==> config.mk <==
export PLATFORM = sky130hd
export DESIGN_NAME = axi_read_responder
export DESIGN_NICKNAME = d
export VERILOG_FILES = /design/src/rtl/axi_read_responder.sv
export SDC_FILE = /design/constraint.sdc
export NUM_CORES = 1
export LEC_CHECK = 0
export ABC_AREA = 0
export BUFFER_PORTS_ARGS = -buffer_cell sky130_fd_sc_hd__clkbuf_2
export CAP_MARGIN = 10
export CORE_UTILIZATION = 35
export DETAILED_ROUTE_END_ITERATION = 12
export SLEW_MARGIN = 30
export SYNTH_ARGS = -nofsm -noshare
export SYNTH_HDL_FRONTEND = slang
export SYNTH_SLANG_ARGS = --single-unit
==> constraint.sdc <==
create_clock -name ACLK -period 2.75 [get_ports ACLK]
set_input_delay 0.1375 -clock ACLK [delete_from_list [all_inputs] [get_ports ACLK]]
set_output_delay 0.1375 -clock ACLK [all_outputs]
set_load 0.005 [all_outputs]
==> src/rtl/axi_read_responder.sv <==
// AXI read-side default responder.
// Requests that decode to no mapped slave are held in a small in-order queue.
// Each request is answered with ARLEN+1 beats carrying a fixed RRESP/RDATA,
// with RLAST on the final beat. One idle cycle separates consecutive bursts.
module axi_read_responder #(
    parameter int              ID_WIDTH      = 4,
    parameter int              DATA_WIDTH    = 32,
    parameter int              LEN_WIDTH     = 4,
    parameter int              PENDING_DEPTH = 4,
    parameter logic [1:0]      RESP_CODE     = 2'b11,
    parameter logic [DATA_WIDTH-1:0] DEFAULT_DATA = {DATA_WIDTH{1'b0}}
) (
    input  logic                  ACLK,
    input  logic                  ARESET,
    input  logic [ID_WIDTH-1:0]   ARID,
    input  logic [LEN_WIDTH-1:0]  ARLEN,
    input  logic                  ARVALID,
    output logic                  ARREADY,
    output logic [ID_WIDTH-1:0]   RID,
    output logic [DATA_WIDTH-1:0] RDATA,
    output logic [1:0]            RRESP,
    output logic                  RLAST,
    output logic                  RVALID,
    input  logic                  RREADY
);

    localparam int PTR_W = $clog2(PENDING_DEPTH);
    localparam int CNT_W = PTR_W + 1;
    localparam logic [CNT_W-1:0] FULL_CNT = CNT_W'(PENDING_DEPTH);

    typedef enum logic [0:0] {
        ST_IDLE  = 1'b0,
        ST_BURST = 1'b1
    } state_e;

    // Registered state
    state_e               state_q, state_d;
    logic [LEN_WIDTH-1:0] beat_cnt_q, beat_cnt_d;
    logic [ID_WIDTH-1:0]  rid_q, rid_d;
    logic [CNT_W-1:0]     count_q, count_d;
    logic [PTR_W-1:0]     rd_ptr_q, rd_ptr_d;
    logic [PTR_W-1:0]     wr_ptr_q, wr_ptr_d;
    logic [ID_WIDTH-1:0]  id_mem_q  [PENDING_DEPTH];
    logic [ID_WIDTH-1:0]  id_mem_d  [PENDING_DEPTH];
    logic [LEN_WIDTH-1:0] len_mem_q [PENDING_DEPTH];
    logic [LEN_WIDTH-1:0] len_mem_d [PENDING_DEPTH];

    // Combinational helpers
    logic arready_s;
    logic push_s;
    logic pop_s;
    logic rvalid_s;
    logic rlast_s;

    // Acceptance depends only on the registered occupancy, never on RREADY.
    assign arready_s = (count_q != FULL_CNT);
    assign push_s    = ARVALID & arready_s;

    // State register: FSM, beat counter, burst ID, queue pointers and storage.
    always_ff @(posedge ACLK) begin
        if (ARESET) begin
            state_q    <= ST_IDLE;
            beat_cnt_q <= {LEN_WIDTH{1'b0}};
            rid_q      <= {ID_WIDTH{1'b0}};
            count_q    <= {CNT_W{1'b0}};
            rd_ptr_q   <= {PTR_W{1'b0}};
            wr_ptr_q   <= {PTR_W{1'b0}};
            for (int i = 0; i < PENDING_DEPTH; i++) begin
                id_mem_q[i]  <= {ID_WIDTH{1'b0}};
                len_mem_q[i] <= {LEN_WIDTH{1'b0}};
            end
        end else begin
            state_q    <= state_d;
            beat_cnt_q <= beat_cnt_d;
            rid_q      <= rid_d;
            count_q    <= count_d;
            rd_ptr_q   <= rd_ptr_d;
            wr_ptr_q   <= wr_ptr_d;
            id_mem_q   <= id_mem_d;
            len_mem_q  <= len_mem_d;
        end
    end

    // Next-state logic: load the queue head in IDLE, count beats down in BURST.
    always_comb begin
        state_d    = state_q;
        beat_cnt_d = beat_cnt_q;
        rid_d      = rid_q;
        pop_s      = 1'b0;
        case (state_q)
            ST_IDLE: begin
                if (count_q != {CNT_W{1'b0}}) begin
                    beat_cnt_d = len_mem_q[rd_ptr_q];
                    rid_d      = id_mem_q[rd_ptr_q];
                    state_d    = ST_BURST;
                end else begin
                    state_d    = ST_IDLE;
                end
            end
            ST_BURST: begin
                if (RREADY) begin
                    if (beat_cnt_q == {LEN_WIDTH{1'b0}}) begin
                        pop_s   = 1'b1;
                        state_d = ST_IDLE;
                    end else begin
                        beat_cnt_d = beat_cnt_q - LEN_WIDTH'(1);
                    end
                end else begin
                    state_d = ST_BURST;
                end
            end
            default: begin
                state_d = ST_IDLE;
            end
        endcase
    end

    // Queue bookkeeping: pointers wrap naturally, simultaneous push/pop keeps count.
    always_comb begin
        id_mem_d  = id_mem_q;
        len_mem_d = len_mem_q;
        wr_ptr_d  = wr_ptr_q;
        rd_ptr_d  = rd_ptr_q;
        if (push_s) begin
            id_mem_d[wr_ptr_q]  = ARID;
            len_mem_d[wr_ptr_q] = ARLEN;
            wr_ptr_d            = wr_ptr_q + PTR_W'(1);
        end else begin
            wr_ptr_d            = wr_ptr_q;
        end
        if (pop_s) begin
            rd_ptr_d = rd_ptr_q + PTR_W'(1);
        end else begin
            rd_ptr_d = rd_ptr_q;
        end
        case ({push_s, pop_s})
            2'b10:   count_d = count_q + CNT_W'(1);
            2'b01:   count_d = count_q - CNT_W'(1);
            default: count_d = count_q;
        endcase
    end

    // Output logic: R channel driven purely from registered state.
    always_comb begin
        rvalid_s = (state_q == ST_BURST);
        if (rvalid_s) begin
            rlast_s = (beat_cnt_q == {LEN_WIDTH{1'b0}});
        end else begin
            rlast_s = 1'b0;
        end
    end

    assign ARREADY = arready_s;
    assign RVALID  = rvalid_s;
    assign RLAST   = rlast_s;
    assign RID     = rid_q;
    assign RDATA   = DEFAULT_DATA;
    assign RRESP   = RESP_CODE;

endmodule

# [After elaboration in Yosys (flattened, before gate mapping)]
# Index checks and enable logic that the tools add are counted.
[op_classes] n_addsub=5 order_cmp=3 eq_ne=6 mux=23 bitwise=4 reduce_logical=6
[ops] operator="bitwise mux 16 bit" n=2
[ops] operator="2-to-1 mux 4 bit" n=8
[ops] operator="binary-select mux 4 bit (select 2 bit)" n=2
[ops] operator="demux 4 bit (select 2 bit)" n=1
[ops] operator="case mux 4 bit (2 select lines)" n=1
[ops] operator="2-to-1 mux 1 bit" n=7
[ops] operator="greater-or-equal comparator 3 bit (second input constant)" n=2
[ops] operator="inequality test 2 bit (second input constant)" n=3
[ops] operator="NOT 2 -> 3 bit" n=2
[ops] operator="case mux 3 bit (2 select lines)" n=1
[ops] operator="adder 2 x 1 -> 2 bit (second input constant)" n=2
[ops] operator="logical NOT 4 bit" n=1
[ops] operator="subtractor 4 x 1 -> 4 bit (second input constant)" n=1
[ops] operator="adder 3 x 1 -> 3 bit (second input constant)" n=1
[ops] operator="less-than comparator 3 x 1 -> 1 bit (second input constant)" n=1
[ops] operator="inequality test 3 bit (second input constant)" n=1
[ops] operator="AND reduction 3 bit" n=1
[ops] operator="nonzero test 3 bit" n=1
[ops] operator="subtractor 3 x 1 -> 3 bit (second input constant)" n=1
[ops] operator="== test 2 x 1 -> 1 bit (second input constant)" n=1
[ops] operator="== test 2 bit (second input constant)" n=1
[ops] operator="case mux 1 bit (2 select lines)" n=1
[ops] operator="AND reduction 2 bit" n=1
[ops] operator="nonzero test 2 bit" n=1
[ops] operator="3 further kinds" n=3
[totals] reg_bits=48 inputBits=12 output_inout_bits=41 word_cells=61

# [Logic depth before layout (Yosys ltp)]
[logic_depth] ltp_word=6 mapped_depth=10 depth_no_buf=10

# [Worst setup path after synthesis]
# OpenSTA, ideal clock, no wires.
[synth_path] path_kind="register to register" start="register beat_cnt_q[0]" end="register count_q[2]" setup_time_ns=0.071 arrival_time_ns=2.303 required_ns=2.679 path_slack_ns=0.377 stages_incl_launch_ff=11 n_path_buf=0 period_less_slack_ns=2.373 cell_sequence="dfxtp_1 > inv_1 > ha_1 > nor3b_1 > and2b_1 > ha_1 > inv_1 > fa_1 > xor2_1 > or3_2 > a21oi_1"
[synth_via] elab_chain_len=6 word_cells_on_any_way=8 classes_between="2 x eq/ne; 4 x mux; 2 x reduce/logical"
[synth_lines] element="start, declared" line_no="38" rtl="logic [LEN_WIDTH-1:0] beat_cnt_q, beat_cnt_d;"
[synth_lines] element="start signal, assigned" line_no="63" rtl="beat_cnt_q <= {LEN_WIDTH{1'b0}};"
[synth_lines] element="start signal, assigned" line_no="74" rtl="beat_cnt_q <= beat_cnt_d;"
[synth_lines] element="logical NOT 4 bit (*)" line_no="102" rtl="if (beat_cnt_q == {LEN_WIDTH{1'b0}}) begin"
[synth_lines] element="2-to-1 mux 1 bit (*)" line_no="102"
[synth_lines] element="2-to-1 mux 1 bit (*)" line_no="101" rtl="if (RREADY) begin"
[synth_lines] element="2-to-1 mux 1 bit (*)" line_no="90" rtl="case (state_q)"
[synth_lines] element="named net pop_s" line_no="51" rtl="logic pop_s;"
[synth_lines] element="== test 2 x 1 -> 1 bit / == test 2 bit (equally long branches)" line_no="136" rtl="case ({push_s, pop_s})"
[synth_lines] element="case mux 3 bit (2 select lines) / nonzero test 2 bit (equally long branches)"
[synth_lines] element="end signal, assigned" line_no="65" rtl="count_q <= {CNT_W{1'b0}};"
[synth_lines] element="end signal, assigned" line_no="76" rtl="count_q <= count_d;"
[synth_lines] element="end, declared" line_no="40" rtl="logic [CNT_W-1:0] count_q, count_d;"
# Mark *: on every way through the listed nets, which the timed path passes. The rest lies on a longest branch.
# A chain may end at the register's enable or synchronous reset.

# [Worst setup path after layout]
# Same ends and word-level chain as after synthesis.

==> results.yml <==
floorplanning:
  die_x_um: 85.54
  die-area_sq_mm: 0.007316
  rows: 30
  start_util_pct: 36.15
  dieHeight_um: 85.54
  coreArea_sq_mm: 0.006756
  io_pins: 53
timing:
  worst_slew_pin_slew_ps: 851.1
  final-max-slew-violation-count: 0
  fin_crit_ps: 2500
  fin_worst_skew_ps: 7.036
  rsz0062_at_grt: "false"
  slew_headroom_pct: 43.26
  final-hold-violation-count: 0
  setup_viol: 0
  setup_tns_ps: 0
  fmax_ghz: 0.3999
  timing.final.crit_share_pct: 90.92
synthesis:
  synth.distinct_cells: 36
  yosys.area.top_type: "dfxtp_1"
  synthArstFlopShare_pct: 0
  synth-edff-count: 0
  synth_top_area_share_pct: 39.34
  ys_seq_area_share_pct: 39.34
  synth.avg_cell_area_sq_um: 9.848
  synth_warnings: 0
  post_synth_inst_count: 248
  synth_ff_type: "dfxtp_1"
  synth_seq_cells: 48
  synth_area_sq_mm: 0.002442
  synth_area_leaders: "dfxtp_1 39%, mux2i_1 14%, buf_4 10%, mux4_2 7.4%, nor2_1 6.1%"
setup_path:
  r2r_cells: 10
  r2r_slack_ps: 250
  crit_arrival_ps: 2720
  path_buf_inv: 2
  path_max_fanout: 4
  required_ps: 2970
  crit_family: "simple AND/OR/NAND/NOR gates"
  slowest_delay_ps: 410
  cp-start-kind: "flip-flop"
  endpoint_kind: "flip-flop"
  crit_type: "flip-flop to flip-flop"
  rr_endpoint: "count_q[2]"
  cp_cell_sequence: "inv_1 > ha_1 > nor3b_2 > and2b_1 > ha_1 > inv_1 > fa_1 > xor2_1 > or3_2 > a21oi_1"
  cp_slowest_cell: "or3_2"
  worstReg2RegStart: "beat_cnt_q[0]"
hold_path:
  holdCritStartpoint: "ARID[2]"
  whs_path_depth: 3
  hp-class: "input pin to flip-flop"
  holdPathEnd: "id_mem_q[14]"
drt:
  wl_mm: 4.217
  drc: 0
  wl_per_cell_um: 12.33
  first_pass_iters: 4
  via_per_inst: 4.629
  num_vias: 1583
  first_iter_violations: 55
  ant_nets: 0
grt:
  grt_pass1_vias: 1504
  grt_antenna_before_repair: 0
  grt_max_degree: 49
  overflow: 0
  grt_usage_pct: 12.39
  grt_pass1_wl_mm: 7.065
status:
  status: "finished clean"
place:
  place_area_sq_mm: 0.002452
  gp_congestion: 0.7739
  io_buffers: 18
  dp_hpwl_mm: 2.918
cells_and_area:
  final_cell_mix: "48 x dfxtp_1, 40 x nor2_1, 34 x conb_1, 33 x mux2i_1, 17 x clkbuf_2"
  nets: 281
  syn2layout_area_growth_pct: 4.559
  stdcell_area_sq_mm: 0.002554
  layout_commonest_cell: "dfxtp_1"
  drive_gt1_share_pct: 16.03
  diodes: 0
clocking:
  cts_buffers: 5
  cts-resized-gates: 0
  post-cts-setup-buffers: 0
  clk_pin_slew_ps: 90
  cts_tree: "built"
  cts_hold_buf: 0
  cts_htree_levels: 2
  cts_sinks: 48
  root_buffer: "clkbuf_8"
  cts_buffer_depth: 2
  worstSkewPairLatency_ps: 300
power:
  leakage_nw: 1.202
  power_density_mw_per_mm2: 730.1
  peakVddDrop_mv: 0.3607
job:
  maxCapViolations: 0
-- cells by family after synthesis --
family                   Yosys count  share of synthesized area (%)
AO/OA/AOI/OAI                     16                          3.689
XOR/XNOR                           5                          1.793
adder cells (fa/ha/maj)            8                          4.406
buffers and inverters             52                          13.68
flip-flops                        48                          39.34
multiplexers                      41                          20.90
other                              2                         0.3075
AND/OR/NAND/NOR                   76                          15.88
-- worst max-delay path by stage --
stage | startpoint | endpoint | slack (ps) | cells past startpoint
6_report | beat_cnt_q[0] | count_q[2] | 250 | 10
3_3_place_gp | beat_cnt_q[0] | count_q[2] | 270 | 10
2_1_floorplan | beat_cnt_q[0] | count_q[2] | 380 | 10
5_1_grt | beat_cnt_q[0] | count_q[2] | 110 | 10
4_1_cts | beat_cnt_q[0] | count_q[2] | 80 | 10
3_5_place_dp | beat_cnt_q[0] | count_q[2] | 100 | 10
-- tightest hold or removal path: stages --
cell and delay [ps]:
clkbuf_2 120, mux2i_1 70, nor2_1 70
-- state kept, by name, indices dropped and copies added, names as in the netlist --
name	cells
id_mem_q	16
len_mem_q	16
RID	4
beat_cnt_q	4
count_q	3
rd_ptr_q	2
wr_ptr_q	2
RVALID	1
-- power breakdown --
part | switching [mW] | internal [mW] | leakage [nW]
clock network | 0.236 | 0.206 | 0.0516
registers | 0.0964 | 0.778 | 0.390
logic | 0.302 | 0.247 | 0.761
-- area by class of cell --
type / instances / area [sq um]
Sequential cell: 48 / 960.9
Tap cell: 80 / 100.1
Clock inverter: 2 / 13.76
Clock buffer: 6 / 82.58
Inverter: 7 / 26.28
Fill cell: 690 / 4203
Timing Repair Buffer: 19 / 97.59
Multi-Input combinational cell: 180 / 1272
-- Yosys cell counts (2+ instances only) --
cell / count
nor2_1: 40
xor2_1: 3
conb_1: 2
a21oi_1: 9
nand3_4: 4
nand2_1: 14
o21ai_0: 2
ha_1: 7
mux4_2: 8
nor3_1: 3
mux2i_1: 33
dfxtp_1: 48
inv_1: 7
buf_2: 3
clkbuf_1: 7
xnor2_1: 2
buf_4: 34
nand3_1: 2
a31oi_1: 2
nor2b_1: 2
-- layer usage --
layer	global-route usage [%]	vias up	share of wire (%)
li1	-	790	-
met1	16.23	745	49
met2	19.78	43	46
met3	3.754	5	4.0
met4	3.636	0	0.81
met5	0	-	0
-- per-stage QoR --
| stage | util (%) | cells | power [mW] | hold WS [ps] | setup slack [ps] |
|---|---|---|---|---|---|
| final | 37.80 | 342 | 1.865 | 123.3 | 249.6 |
| after global routing | 37.80 | 342 | 1.999 | 112.8 | 114.8 |
| after CTS | 37.72 | 342 | 1.887 | 118.3 | 76.58 |
| after detailed placement | 36.30 | 334 | 1.442 | 436.6 | 104.3 |
| after global placement | 36.30 | 334 | 1.432 | 426.9 | 272.1 |
| after floorplan | - | 280 | 1.339 | 281.4 | 376.6 |
Note: power is estimated with default switching activity, not from simulation.
